$ cat config.mk
export PLATFORM = sky130hd
export DESIGN_NAME = key_voice_scheduler
export DESIGN_NICKNAME = d
export VERILOG_FILES = /design/src/rtl/key_voice_scheduler.sv
export SDC_FILE = /design/constraint.sdc
export NUM_CORES = 1
export LEC_CHECK = 0
export BUFFER_PORTS_ARGS = -buffer_cell sky130_fd_sc_hd__buf_4
export CAP_MARGIN = 20
export CORE_ASPECT_RATIO = 1.2
export CORE_UTILIZATION = 54
export CTS_CLUSTER_SIZE = 40
export DETAILED_ROUTE_END_ITERATION = 8
export PLACE_DENSITY = 0.76
export REMOVE_ABC_BUFFERS = 1
export SLEW_MARGIN = 5
export SYNTH_ARGS = -nofsm -noshare
export SYNTH_HDL_FRONTEND = slang
export SYNTH_SLANG_ARGS = --single-unit
export TNS_END_PERCENT = 5
$ cat constraint.sdc
create_clock -name clk -period 8.7 [get_ports clk]
set_input_delay 0.87 -clock clk [delete_from_list [all_inputs] [get_ports clk]]
set_output_delay 0.87 -clock clk [all_outputs]
set_load 0.02 [all_outputs]
$ cat src/rtl/key_voice_scheduler.sv
// key_voice_scheduler
// Shares a small pool of square-wave voices among 13 keyboard keys. A scan
// walks the synchronized key vector one key per cycle. It allocates free
// voices to new presses and frees voices on release. Each voice's half-period
// (note constant / 2*scale) comes from a bit-serial restoring divider.
// Optional feature macro: VOICE_STEAL_EN (steal the oldest voice when all are busy).
module key_voice_scheduler #(
    parameter int NUM_VOICES = 4,
    parameter int CNT_W      = 32
) (
    input  logic                             clk,
    input  logic                             reset_n,
    input  logic [12:0]                      KEYBOARD,
    input  logic [2:0]                       scale,
    output logic [NUM_VOICES-1:0][CNT_W-1:0] voice_period,
    output logic [NUM_VOICES-1:0][3:0]       voice_key,
    output logic [NUM_VOICES-1:0]            voice_active,
    output logic [NUM_VOICES-1:0]            voice_update,
    output logic                             busy
);
    localparam int CNT_IW = $clog2(CNT_W + 1);

    typedef enum logic [1:0] {SCAN, DIV, WRITE} state_t;

    function automatic logic [17:0] note_const(input logic [3:0] k);
        case (k)
            4'd0:    note_const = 18'd191113;
            4'd1:    note_const = 18'd180387;
            4'd2:    note_const = 18'd170262;
            4'd3:    note_const = 18'd160706;
            4'd4:    note_const = 18'd151686;
            4'd5:    note_const = 18'd143173;
            4'd6:    note_const = 18'd135137;
            4'd7:    note_const = 18'd127553;
            4'd8:    note_const = 18'd120394;
            4'd9:    note_const = 18'd113636;
            4'd10:   note_const = 18'd107258;
            4'd11:   note_const = 18'd101238;
            4'd12:   note_const = 18'd95556;
            default: note_const = 18'd0;
        endcase
    endfunction

    // A scale of 0 behaves as 1 so the divisor is never zero
    function automatic logic [2:0] eff_scale(input logic [2:0] s);
        return (s == 3'd0) ? 3'd1 : s;
    endfunction

    state_t                   state, state_next;
    logic [12:0]              key_p0, key_p1;
    logic [2:0]               scale_p0, scale_p1;
    logic [3:0]               idx;
    logic [12:0]              assigned;
    logic [12:0][2:0]         owner;
    logic [2:0]               scale_lat;
    logic                     refresh;
    logic [CNT_IW-1:0]        cnt;
    logic [2:0]               tgt;
    logic [CNT_W-1:0]         dq;
    logic [3:0]               rem;
    logic [3:0]               divisor;
    logic [4:0]               rem_shift;

    logic                     key_now, asg_now, locked_now;
    logic                     free_found, alloc_ok;
    logic [2:0]               free_v, alloc_v, target_v;
    logic                     start_div, do_release, advance;

    assign key_now   = key_p1[idx];
    assign asg_now   = assigned[idx];
    assign target_v  = asg_now ? owner[idx] : alloc_v;
    assign rem_shift = {rem, dq[CNT_W-1]};
    assign busy      = (state == DIV) || (state == WRITE);

    // Lowest-index inactive voice
    always_comb begin
        free_found = 1'b0;
        free_v     = 3'd0;
        for (int v = NUM_VOICES - 1; v >= 0; v--) begin
            if (!voice_active[v]) begin
                free_found = 1'b1;
                free_v     = 3'(v);
            end
        end
    end

`ifdef VOICE_STEAL_EN
    function automatic logic [2:0] sat_inc(input logic [2:0] a);
        return (a == 3'd7) ? a : a + 3'd1;
    endfunction

    logic [NUM_VOICES-1:0][2:0] age;
    logic [12:0]                locked;
    logic [2:0]                 oldest_v, oldest_age;
    logic                       start_alloc, steal_now;

    assign alloc_ok    = 1'b1;
    assign locked_now  = locked[idx];
    assign alloc_v     = free_found ? free_v : oldest_v;
    assign start_alloc = start_div && !asg_now;
    assign steal_now   = start_alloc && !free_found;

    // Oldest voice; strict compare keeps ties on the lowest index
    always_comb begin
        oldest_v   = 3'd0;
        oldest_age = age[0];
        for (int v = 1; v < NUM_VOICES; v++) begin
            if (age[v] > oldest_age) begin
                oldest_v   = 3'(v);
                oldest_age = age[v];
            end
        end
    end

    // Voice ages and the lock that keeps a stolen, still-held key silent
    always_ff @(posedge clk or negedge reset_n) begin
        if (!reset_n) begin
            age    <= '0;
            locked <= '0;
        end else begin
            if (start_alloc) begin
                for (int v = 0; v < NUM_VOICES; v++) begin
                    if (3'(v) == alloc_v)  age[v] <= 3'd0;
                    else if (voice_active[v]) age[v] <= sat_inc(age[v]);
                end
            end
            if (steal_now) begin
                for (int v = 0; v < NUM_VOICES; v++)
                    if (3'(v) == alloc_v) locked[voice_key[v]] <= 1'b1;
            end
            if (state == SCAN && !key_now) locked[idx] <= 1'b0;
        end
    end
`else
    assign alloc_ok   = free_found;
    assign locked_now = 1'b0;
    assign alloc_v    = free_v;
`endif

    // Two-flop synchronizers for the asynchronous key vector and scale
    always_ff @(posedge clk or negedge reset_n) begin
        if (!reset_n) begin
            key_p0   <= '0;
            key_p1   <= '0;
            scale_p0 <= '0;
            scale_p1 <= '0;
        end else begin
            key_p0   <= KEYBOARD;
            key_p1   <= key_p0;
            scale_p0 <= scale;
            scale_p1 <= scale_p0;
        end
    end

    // FSM state register
    always_ff @(posedge clk or negedge reset_n) begin
        if (!reset_n) state <= SCAN;
        else          state <= state_next;
    end

    // FSM next state and per-cycle scan decisions
    always_comb begin
        state_next = state;
        start_div  = 1'b0;
        do_release = 1'b0;
        advance    = 1'b0;
        case (state)
            SCAN: begin
                if (key_now && !asg_now && !locked_now && alloc_ok) begin
                    start_div  = 1'b1;
                    state_next = DIV;
                end else if (!key_now && asg_now) begin
                    do_release = 1'b1;
                    advance    = 1'b1;
                end else if (key_now && asg_now && refresh) begin
                    start_div  = 1'b1;
                    state_next = DIV;
                end else begin
                    advance = 1'b1;
                end
            end
            DIV:     if (cnt == CNT_IW'(CNT_W - 1)) state_next = WRITE;
            WRITE: begin
                advance    = 1'b1;
                state_next = SCAN;
            end
            default: state_next = SCAN;
        endcase
    end

    // Scan index, iteration counter and scale-change refresh tracking
    always_ff @(posedge clk or negedge reset_n) begin
        if (!reset_n) begin
            idx       <= 4'd0;
            cnt       <= '0;
            scale_lat <= 3'd1;
            refresh   <= 1'b0;
        end else begin
            if (start_div)          cnt <= '0;
            else if (state == DIV)  cnt <= cnt + 1'b1;
            if (advance) begin
                if (idx == 4'd12) begin
                    idx <= 4'd0;
                    if (eff_scale(scale_p1) != scale_lat) begin
                        scale_lat <= eff_scale(scale_p1);
                        refresh   <= 1'b1;
                    end else begin
                        refresh <= 1'b0;
                    end
                end else begin
                    idx <= idx + 4'd1;
                end
            end
        end
    end

    // Restoring divider: dividend shifts out of dq as quotient bits shift in
    always_ff @(posedge clk) begin
        if (start_div) begin
            dq      <= CNT_W'(note_const(idx));
            rem     <= 4'd0;
            divisor <= {eff_scale(scale_p1), 1'b0};
            tgt     <= target_v;
        end else if (state == DIV) begin
            if (rem_shift >= {1'b0, divisor}) begin
                rem <= 4'(rem_shift - {1'b0, divisor});
                dq  <= {dq[CNT_W-2:0], 1'b1};
            end else begin
                rem <= rem_shift[3:0];
                dq  <= {dq[CNT_W-2:0], 1'b0};
            end
        end
    end

    // Voice outputs and key ownership: release clears, WRITE publishes, steal evicts
    always_ff @(posedge clk or negedge reset_n) begin
        if (!reset_n) begin
            voice_period <= '0;
            voice_key    <= '0;
            voice_active <= '0;
            voice_update <= '0;
            assigned     <= '0;
            owner        <= '0;
        end else begin
            voice_update <= '0;
            if (do_release) begin
                for (int v = 0; v < NUM_VOICES; v++) begin
                    if (3'(v) == owner[idx]) begin
                        voice_period[v] <= '0;
                        voice_key[v]    <= 4'd0;
                        voice_active[v] <= 1'b0;
                        voice_update[v] <= 1'b1;
                    end
                end
                assigned[idx] <= 1'b0;
            end
            if (state == WRITE) begin
                for (int v = 0; v < NUM_VOICES; v++) begin
                    if (3'(v) == tgt) begin
                        voice_period[v] <= dq;
                        voice_key[v]    <= idx;
                        voice_active[v] <= 1'b1;
                        voice_update[v] <= 1'b1;
                    end
                end
                assigned[idx] <= 1'b1;
                owner[idx]    <= tgt;
            end
`ifdef VOICE_STEAL_EN
            if (steal_now) begin
                for (int v = 0; v < NUM_VOICES; v++)
                    if (3'(v) == alloc_v) assigned[voice_key[v]] <= 1'b0;
            end
`endif
        end
    end

endmodule

==> flow_summary.toml, run 1 <==
[synthesis]
synth_compound_area_share_pct = 6.27
synth.yosys.seq_area_share_pct = 58.5
synth.top_cells.by_area = "dfrtp_1, nor2_1, edfxtp_1"
synth_mux_area_share_pct = 8.14
synth-main-ff-cell = "dfrtp_1"
yosys_warnings = 0
yosys.area_share.simple_pct = 21.0
combinational_family_with_the_most_area_after_synthesis = "simple AND/OR/NAND/NOR gates"
post_synthesis_share_of_cell_area_spent_on_full_adders_half_adders_and_majority_gates_pct = 1.64
ffs_latches_synth = 294
ys_async_sr_fraction_pct = 85.7
synth_area_per_cell_um2 = 10.5
synth_largest_area_cell = "dfrtp_1"
synth-edff-count = 24
netlist.area_leader.share_pct = 49.7
post_synthesis_instance_total = 1208
netlist_area_um2 = 12600
yosys.cell_types.count = 63
yosys.area_share.xor_xnor_pct = 0.555

[timing]
final.period_utilization_pct = 44.4
relSlewSlack_pct = 34.4
timing_max_transition_violations_final = 0
timing.setup.tns_ns = 0
setup_repair_after_global_routing_missed_its_margin = "false"
finalClockSkew_ns = 0.0114
final_hold_viol_count = 0
max_clock_freq_mhz = 259
timing.final.setup_violations = 0
layout_min_cycle_time_ns = 3.86
worstMarginPinSlew_ns = 0.983

[detailed_routing]
via_count = 9626
vias_per_cell = 5.76
ant_nets = 0
remaining_drc_errors = 0
post_drt_wl_per_cell_um = 18.7
routed_wirelength_um = 31200
detailedRoute.firstPassIterationCount = 5
detail_route.iter0.violations = 690

[clocking]
h-tree-depth = 1
clockRootBuffer = "clkbuf_16"
hold_bufs_inserted_after_cts = 0
clock_sinks = 294
tritoncts = "built"
clkLatencyLatePin_ns = 0.54
cts.reportedPaths.clkPinSlew_ns = 0.06
post_cts.repair.setup_buffers = 0
ctsResizeCount = 0
clockBufferDepth = 3
cts_inserted_buffers = 28

[power_and_ir_drop]
power.ir.vdd_worst_uv = 181
power_leakage_nw = 7.22
power.density_cell_area_nw_per_um2 = 258
p_sw_share_pct = 33.3
share_of_total_power_in_combinational_logic_pct = 23.9
seq_power_share_pct = 44.5
share_clk_of_total_power_pct = 31.5
netSwitchingPower_w = 0.00129
internal_power_w = 0.00258

[finish]
drive_gt1_share_pct = 23.9
num-nets-final = 1376
n_antenna_cell = 0
core_util_final_pct = 66.1
area_growth_syn_to_layout_pct = 18.7

[die]
core.rowCount = 60
design.portCount = 171
die_h_um = 170
die_width_um = 142
core_area_um2 = 22700
fp.dieArea_um2 = 24000
initial_utilization_pct = 55.7

[critical_path]
flop2flop_setup_slack_ns = 4.84
timing.critical_path.required_ns = 9.08
critPathArrivalTime_ns = 4.25
crit_path_end_kind = "flop"
critical_path_peak_fanout = 22
worstSetupStartpointType = "flop"
critical_path_class = "flop to flop"

[global_route]
global_route_total_overflow = 0
grt_first_pass_wirelength_um = 49600
via_count_of_the_first_global_routing_pass = 9303
grt_antenna_before_repair = 0
globalRouteTotalUtil_pct = 26.4
grt_max_degree = 100

[placement]
globalplace.congestion = 0.909
place.detailed.hpwl_um = 20100
io_buffer_count = 170

[outcome]
outcome = "finished, final reports clean"

[job]
max_cap_viol_count = 0

[hold_path]
hold_class = "flop to flop"
-- path summary, 6_finish.rpt --
path / start / endpoint / cells after the start
min in group asynchronous: reset_n / assigned[3] / 1
worst min register to register: key_p0[0] / key_p1[0] / 0
worst max-delay path: idx[1] / voice_key[3] / 8
max in group asynchronous: reset_n / voice_key[6] / 2
worst min-delay path: key_p0[0] / key_p1[0] / 0
worst max register to register: idx[1] / voice_key[3] / 8
-- area by class of cell --
class / instances / area (µm²)
Clock buffer: 45 / 880
Clock inverter: 5 / 52.6
Fill cell: 1786 / 7680
Inverter: 16 / 60.1
Multi-Input combinational cell: 811 / 4760
Sequential cell: 294 / 7390
Tap cell: 310 / 388
Timing Repair Buffer: 191 / 1460
-- cell usage after synthesis, types with 2 or more instances --
library cell  instances
nor3_1              113
inv_1                15
mux2i_1              30
a211oi_1             15
clkbuf_1             61
mux4_1                4
nand4_1               5
nor3_2               29
nor2_1              330
or3_1                 2
mux2_2               45
a31oi_1              27
nor3_4                4
nand2_1              49
ha_1                 15
o21ai_0              34
mux4_2                4
o31ai_1               3
xnor2_1               4
and3_1                6
a22oi_1               2
buf_2                 6
a21o_1                4
a21oi_1              22
buf_1                 6
o22ai_1               6
nand2b_1              7
dfxtp_1              18
o211ai_1              2
dfrtp_1             251
edfxtp_1             24
buf_4                 6
xor2_1                4
buf_8                 3
buf_6                 4
nand3_1              16
nor2b_1               4
a221oi_1              3
-- kinds of logic (layout without fill, tap and decap cells) --
family          count (synthesis)  after routing
flops                         294            294
mux                            85             85
fa+ha+maj                      16             16
xor+xnor                        8              8
simple gates                  575            575
compound gates                127            127
buf+inv                       103            257
-- state kept, by name (all words and copies together), names as in the netlist --
name and count:
voice_update 4, scale_p0 3, key_p1 13, refresh 1, idx 4, assigned 13, voice_active 4, cnt 6
scale_lat 3, owner 39, tgt 3, divisor 3, scale_p1 3, voice_key 16, rem 4, dq 32
state 2, voice_period 128, key_p0 13
-- stage by stage --
stage	hold WS [ns]	std cells	area [µm²]	power [W]	setup WS (ns)
6_report	0.347	1672	15000	0.00387	4.84
5_1_grt	0.355	1672	15000	0.00405	4.63
4_1_cts	0.348	1671	15000	0.00388	4.91
3_5_place_dp	0.335	1621	14000	0.00266	4.92
3_3_place_gp	0.332	1621	14000	0.00263	4.90
2_1_floorplan	0.331	1121	12200	0.00232	4.34
-- placed cells by master, fill, tap and decap left out, drive strengths merged, types with 22 or more instances in the layout --
master  netlist  final
mux2i        30     30
edfxtp       24     24
dfrtp       251    251
buf          26    191
clkbuf       61     45
nand2        49     49
nor2        331    331
nor3        146    146
o21ai        34     34
a21oi        22     22
a31oi        27     27
mux2         47     47
-- layer usage --
layer,track usage [%],vias to the layer above,part of all wire (%)
met5,0,-,0
met1,35.0,4746,41
met4,10.0,0,3.1
met3,2.99,71,5.9
li1,-,4412,-
met2,44.7,397,50
-- power groups by stage --
stage	Combinational [W]	Sequential (W)	Clock (W)
6_report	0.000926	0.00172	0.00122
3_5_place_dp	0.000911	0.00174	0
3_3_place_gp	0.000893	0.00174	0
5_1_grt	0.00102	0.00174	0.00129
4_1_cts	0.000917	0.00172	0.00124
2_1_floorplan	0.000579	0.00174	0
-- worst max-delay path: stages (launching register included) --
cell	delay [ns]
dfrtp_1	0.93
inv_1	0.51
a22oi_1	0.29
o22ai_1	0.11
a21oi_1	0.27
nand3_1	0.28
nor3_4	0.81
buf_4	0.41
a211oi_1	0.08
Note: power is estimated with default switching activity, not from simulation.
==> run 2, diff against run 1 <==
--- a/config.mk
+++ b/config.mk
@@ -8,7 +8,7 @@
 export BUFFER_PORTS_ARGS = -buffer_cell sky130_fd_sc_hd__buf_4
 export CAP_MARGIN = 20
 export CORE_ASPECT_RATIO = 1.2
-export CORE_UTILIZATION = 54
+export CORE_UTILIZATION = 52
 export CTS_CLUSTER_SIZE = 40
 export DETAILED_ROUTE_END_ITERATION = 8
 export PLACE_DENSITY = 0.76
==> constraint.sdc (replaced) <==
create_clock -name clk -period 3.2 [get_ports clk]
set_input_delay 0.32 -clock clk [delete_from_list [all_inputs] [get_ports clk]]
set_output_delay 0.32 -clock clk [all_outputs]
set_load 0.02 [all_outputs]
==> flow_summary.toml, run 2 (synthesis gave the netlist of run 1 again) <==
[global_route]
global_route_total_overflow = 0
grt_antenna_before_repair = 0
globalRouteTotalUtil_pct = 25.3
grt_max_degree = 103
via_count_of_the_first_global_routing_pass = 9522
grt_first_pass_wirelength_um = 49900

[timing]
timing_max_transition_violations_final = 0
final_hold_viol_count = 0
setup_repair_after_global_routing_missed_its_margin = "false"
final.period_utilization_pct = 92.3
finalClockSkew_ns = 0.00817
worstMarginPinSlew_ns = 0.868
max_clock_freq_mhz = 338
layout_min_cycle_time_ns = 2.95
post-route-worst-setup-slack_ns = 0.245
relSlewSlack_pct = 41.8
timing.final.setup_violations = 0

[finish]
core_util_final_pct = 64.3
final_std_cell_area_no_fill_um2 = 15400
largest_register_by_flop_count = "voice_period"
layout_commonest_cell = "nor2_1"
largest_register_ffs = 128
area_growth_syn_to_layout_pct = 21.7
num-nets-final = 1410
n_fill_cell = 1909
n_antenna_cell = 0
fin_cells = 1718
reg_top3 = "voice_period: 128 flops, owner: 39 flops, dq: 32 flops"
layout.cells.most_common_list = "nor2_1, dfrtp_1, buf_4"
drive_gt1_share_pct = 25.0

[critical_path]
rr_startpoint = "idx[1]"
flop2flop_setup_slack_ns = 0.25
crit_path_end_kind = "flop"
ff2ff_path_depth = 8
critical_path_peak_fanout = 34
critPathArrivalTime_ns = 3.34
worst_setup_path_startpoint = "idx[1]"
reg2reg_to = "voice_key[1]"
capture_point_of_the_critical_path = "voice_key[1]"
critical_path_class = "flop to flop"
timing.critical_path.required_ns = 3.59
worstSetupStartpointType = "flop"

[placement]
io_buffer_count = 170
place.detailed.hpwl_um = 21000
globalplace.congestion = 0.954
post_dp_cell_area_um2 = 14300
placedCellCount = 1649
preCtsSetupSlack_ns = 0.274

[power_and_ir_drop]
power_leakage_nw = 7.40
power.density_cell_area_nw_per_um2 = 693
power.ir.vdd_worst_uv = 509

[die]
die_width_um = 144
die_h_um = 173
design.portCount = 171
core.rowCount = 62
core_area_um2 = 23900
fp.dieArea_um2 = 24900
initial_utilization_pct = 52.9

[detailed_routing]
ant_nets = 0
vias_per_cell = 5.59
post_drt_wl_per_cell_um = 18.0
remaining_drc_errors = 0
via_count = 9607
detailedRoute.firstPassIterationCount = 5
routed_wirelength_um = 31000
detail_route.iter0.violations = 816

[clocking]
tritoncts = "built"
h-tree-depth = 1
cts.reportedPaths.clkPinSlew_ns = 0.06
clockBufferDepth = 3
clkLatencyLatePin_ns = 0.54
clockRootBuffer = "clkbuf_16"
ctsResizeCount = 0
cts_inserted_buffers = 28
clock_sinks = 294

[hold_path]
hold_class = "flop to flop"
whs_path_depth = 0

[job]
max_cap_viol_count = 0

[outcome]
outcome = "finished, final reports clean"
[run 2: cell types whose count changed in the layout (fill, tap and decap cells not counted), sizes merged]
cell | previous run | this run
clkinv | 4 | 9
bufinv | 1 | 0
clkbuf | 45 | 42
inv | 15 | 16
buf | 191 | 208
dlygate4sd3 | 0 | 17
[run 2: metrics by stage]
stage                     hold WS (ns)  power [W]  TNS (ns)
after detailed placement         0.335    0.00741         0
after floorplan                 0.0244    0.00631   -134.55
final                            0.347     0.0106         0
after global placement           0.332    0.00733         0
after CTS                        0.344     0.0107         0
after global routing             0.352     0.0112         0
[run 2: timing repair]
action / 4_1_cts / 5_1_grt
setup buffers: 0 / 0
endpoints found under the hold margin: 114 / 0
hold buffers: 17 / 0
[run 2: critical path: stages (launching register included)]
cell and delay (ns):
dfrtp_1 0.79, mux4_2 0.59, nand2_1 0.08, o21ai_0 0.13
a21oi_1 0.32, nand2_1 0.23, nor3_4 0.31, buf_12 0.26
a211oi_1 0.08
[run 2: area by class of cell]
class | count | area (µm²) | share of cell area [%]
Sequential cell | 294 | 7390 | 48.1
Multi-Input combinational cell | 811 | 4760 | 31.0
Timing Repair Buffer | 225 | 1840 | 12.0
Clock buffer | 42 | 866 | 5.63
Tap cell | 320 | 400 | 2.60
Inverter | 16 | 60.1 | 0.391
Clock inverter | 10 | 53.8 | 0.350
[run 2: layer usage]
| metal | global-route usage, % | wire length (µm) | vias up |
|---|---|---|---|
| li1 | - | - | 4456 |
| met1 | 33.8 | 12700 | 4724 |
| met2 | 42.4 | 15500 | 362 |
| met3 | 3.02 | 1840 | 65 |
| met4 | 8.82 | 886 | 0 |
| met5 | 0 | 0 | - |
[run 2: power by group]
group	switching (W)	internal, W
Combinational	0.00162	0.000986
Sequential	0.000583	0.00422
Clock	0.00137	0.00187
Total	0.00357	0.00708
[run 2: worst min-delay path by stage]
| stage | slack, ns | startpoint | end |
|---|---|---|---|
| 3_3_place_gp | 0.33 | key_p0[8] | key_p1[8] |
| 6_report | 0.35 | key_p0[9] | key_p1[9] |
| 2_1_floorplan | 0.02 | reset_n | assigned[0] |
| 4_1_cts | 0.34 | key_p0[3] | key_p1[3] |
| 5_1_grt | 0.35 | key_p0[10] | key_p1[10] |
| 3_5_place_dp | 0.33 | key_p0[6] | key_p1[6] |
==> run 3, diff against run 2 <==
--- a/config.mk
+++ b/config.mk
@@ -5,6 +5,7 @@
 export SDC_FILE = /design/constraint.sdc
 export NUM_CORES = 1
 export LEC_CHECK = 0
+export ABC_AREA = 1
 export BUFFER_PORTS_ARGS = -buffer_cell sky130_fd_sc_hd__buf_4
 export CAP_MARGIN = 20
 export CORE_ASPECT_RATIO = 1.2
==> flow_summary.toml, run 3 <==
[timing]
timing.final.setup_violations = 0
layout_min_cycle_time_ns = 2.74
relSlewSlack_pct = 39.0
worstMarginPinSlew_ns = 0.915
final.period_utilization_pct = 85.6
finalClockSkew_ns = 0.0142
setup_repair_after_global_routing_missed_its_margin = "false"
max_clock_freq_mhz = 365
timing.setup.tns_ns = 0
final_hold_viol_count = 0
post-route-worst-setup-slack_ns = 0.461
timing_max_transition_violations_final = 0

[synthesis]
synth.yosys.seq_area_share_pct = 59.4
yosys_warnings = 0
yosys.cell_types.count = 39
synth-main-ff-cell = "dfrtp_1"
netlist.area_leader.share_pct = 50.5
post_synth_most_frequent_cells = "dfrtp_1, nand2_1, o21ai_0, nand3_1, o21ai_1"
synth.top_cells.by_area = "dfrtp_1, o21ai_0, edfxtp_1"
ffs_latches_synth = 294
synth_area_per_cell_um2 = 10.0
netlist_area_um2 = 12400
ys_async_sr_fraction_pct = 85.7
synth-edff-count = 24
yosys.cell_count.top_type = "dfrtp_1"
synth_largest_area_cell = "dfrtp_1"
post_synthesis_instance_total = 1238

[finish]
fin_cells = 1738
final_std_cell_area_no_fill_um2 = 15100
largest_register_by_flop_count = "voice_period"
n_antenna_cell = 0
layout_commonest_cell = "dfrtp_1"
reg_top3 = "voice_period: 128 flops, owner: 39 flops, dq: 32 flops"
drive_gt1_share_pct = 24.3
area_growth_syn_to_layout_pct = 21.2
n_fill_cell = 1861
largest_register_ffs = 128
layout.cells.most_common_list = "dfrtp_1, buf_4, nand2_1"
num-nets-final = 1436

[placement]
placedCellCount = 1670
io_buffer_count = 170
place.detailed.hpwl_um = 21000
preCtsSetupSlack_ns = 0.528
post_dp_cell_area_um2 = 14000
globalplace.congestion = 0.920

[clocking]
post_cts.repair.setup_buffers = 0
clockBufferDepth = 3
clock_sinks = 294
tritoncts = "built"
ctsResizeCount = 0
hold_bufs_inserted_after_cts = 17
clockRootBuffer = "clkbuf_16"
clkLatencyLatePin_ns = 0.54
h-tree-depth = 1
cts_inserted_buffers = 28
cts.reportedPaths.clkPinSlew_ns = 0.07

[die]
fp.dieArea_um2 = 24500
die_h_um = 171
die_width_um = 143
design.portCount = 171
core_area_um2 = 23400
core.rowCount = 61
initial_utilization_pct = 53.3

[critical_path]
crit_path_end_kind = "flop"
critical_path_class = "flop to flop"
worstSetupStartpointType = "flop"
cp_slowest_stage_delay_ns = 0.60
timing.critical_path.required_ns = 3.64
critPathArrivalTime_ns = 3.18
slowest_stage = "dfrtp_1"
critical_path_peak_fanout = 38
cp_cell_sequence = "buf_4 -> nand2_2 -> inv_1 -> nand3_1 -> nand3_1 -> nor2_1 -> nor2_2 -> nor2_2 -> nand2_2 -> nor2_2 -> nand2_2 -> buf_4 -> nand3_1 -> o21ai_0"

[power_and_ir_drop]
power_leakage_nw = 7.20
power.density_cell_area_nw_per_um2 = 1100
power.ir.vdd_worst_uv = 553
finalPower_w = 0.0166

[detailed_routing]
post_drt_wl_per_cell_um = 17.9
routed_wirelength_um = 31000
detailedRoute.firstPassIterationCount = 5
via_count = 9550
detail_route.iter0.violations = 637
remaining_drc_errors = 0
vias_per_cell = 5.49
ant_nets = 0

[global_route]
grt_max_degree = 81
grt_first_pass_wirelength_um = 49600
global_route_total_overflow = 0
globalRouteTotalUtil_pct = 25.8
grt_antenna_before_repair = 0
via_count_of_the_first_global_routing_pass = 9224

[hold_path]
hold_class = "input port to asynchronous set/reset pin"

[job]
max_cap_viol_count = 0

[outcome]
outcome = "finished, final reports clean"
-- run 3: stage by stage --
step,hold WS (ns),utilization (%)
2_1_floorplan,0.0244,-
3_3_place_gp,0.332,59.8
3_5_place_dp,0.335,59.8
4_1_cts,0.349,64.6
5_1_grt,0.352,64.6
6_report,0.349,64.6
-- run 3: worst max-delay path: cells and delay by family (launching register included) --
kind	cells	cell delay, ns
AOI/OAI and AO/OA	1	0.11
buffers and inverters	3	0.91
DFF	1	0.60
and+or+nand+nor	10	0.99
-- run 3: power by group --
part | total [W] | switching [W] | internal [W]
clock | 0.00331 | 0.00140 | 0.00190
combinational | 0.00701 | 0.00446 | 0.00255
sequential | 0.00625 | 0.000949 | 0.00530
-- run 3: final timing paths --
check / slack (ns) / startpoint / end / cells past startpoint
worst max-delay path: 0.46 / idx[2] / voice_period[67] / 14
worst min-delay path: 0.35 / reset_n / voice_period[41] / 2
worst max register to register: 0.46 / idx[2] / voice_period[67] / 14
worst min register to register: 0.35 / scale_p0[0] / scale_p1[0] / 0
max in group asynchronous: 1.84 / reset_n / voice_period[31] / 3
min in group clk: 0.35 / scale_p0[0] / scale_p1[0] / 0
-- run 3: logic make-up after synthesis --
family / count (synthesis) / synth area share, %
buffers and inverters: 173 / 6.68
adder cells (fa/ha/maj): 16 / 1.67
AND/OR/NAND/NOR: 452 / 19.0
XOR/XNOR: 7 / 0.493
flip-flops: 294 / 59.4
AO/OA/AOI/OAI: 296 / 12.7
-- run 3: final cells by class --
type	instances	area, µm²	area share, %
sequential	294	7390	49.0
multi-input combinational	771	4260	28.3
timing repair buffer	215	1750	11.6
clock buffer	38	831	5.51
tap	315	394	2.61
inverter	92	350	2.32
clock inverter	13	103	0.680
-- run 3: routing by layer --
layer  global-route usage (%)  vias to the layer above  wire [µm]  part of all wire, %
met5                        0                        -          0                    0
met4                     8.09                        0        744                  2.4
met3                     3.76                       57       2040                  6.6
met2                     43.4                      339      15100                   49
met1                     34.7                     4633      13200                   42
li1                         -                     4521          -                    -
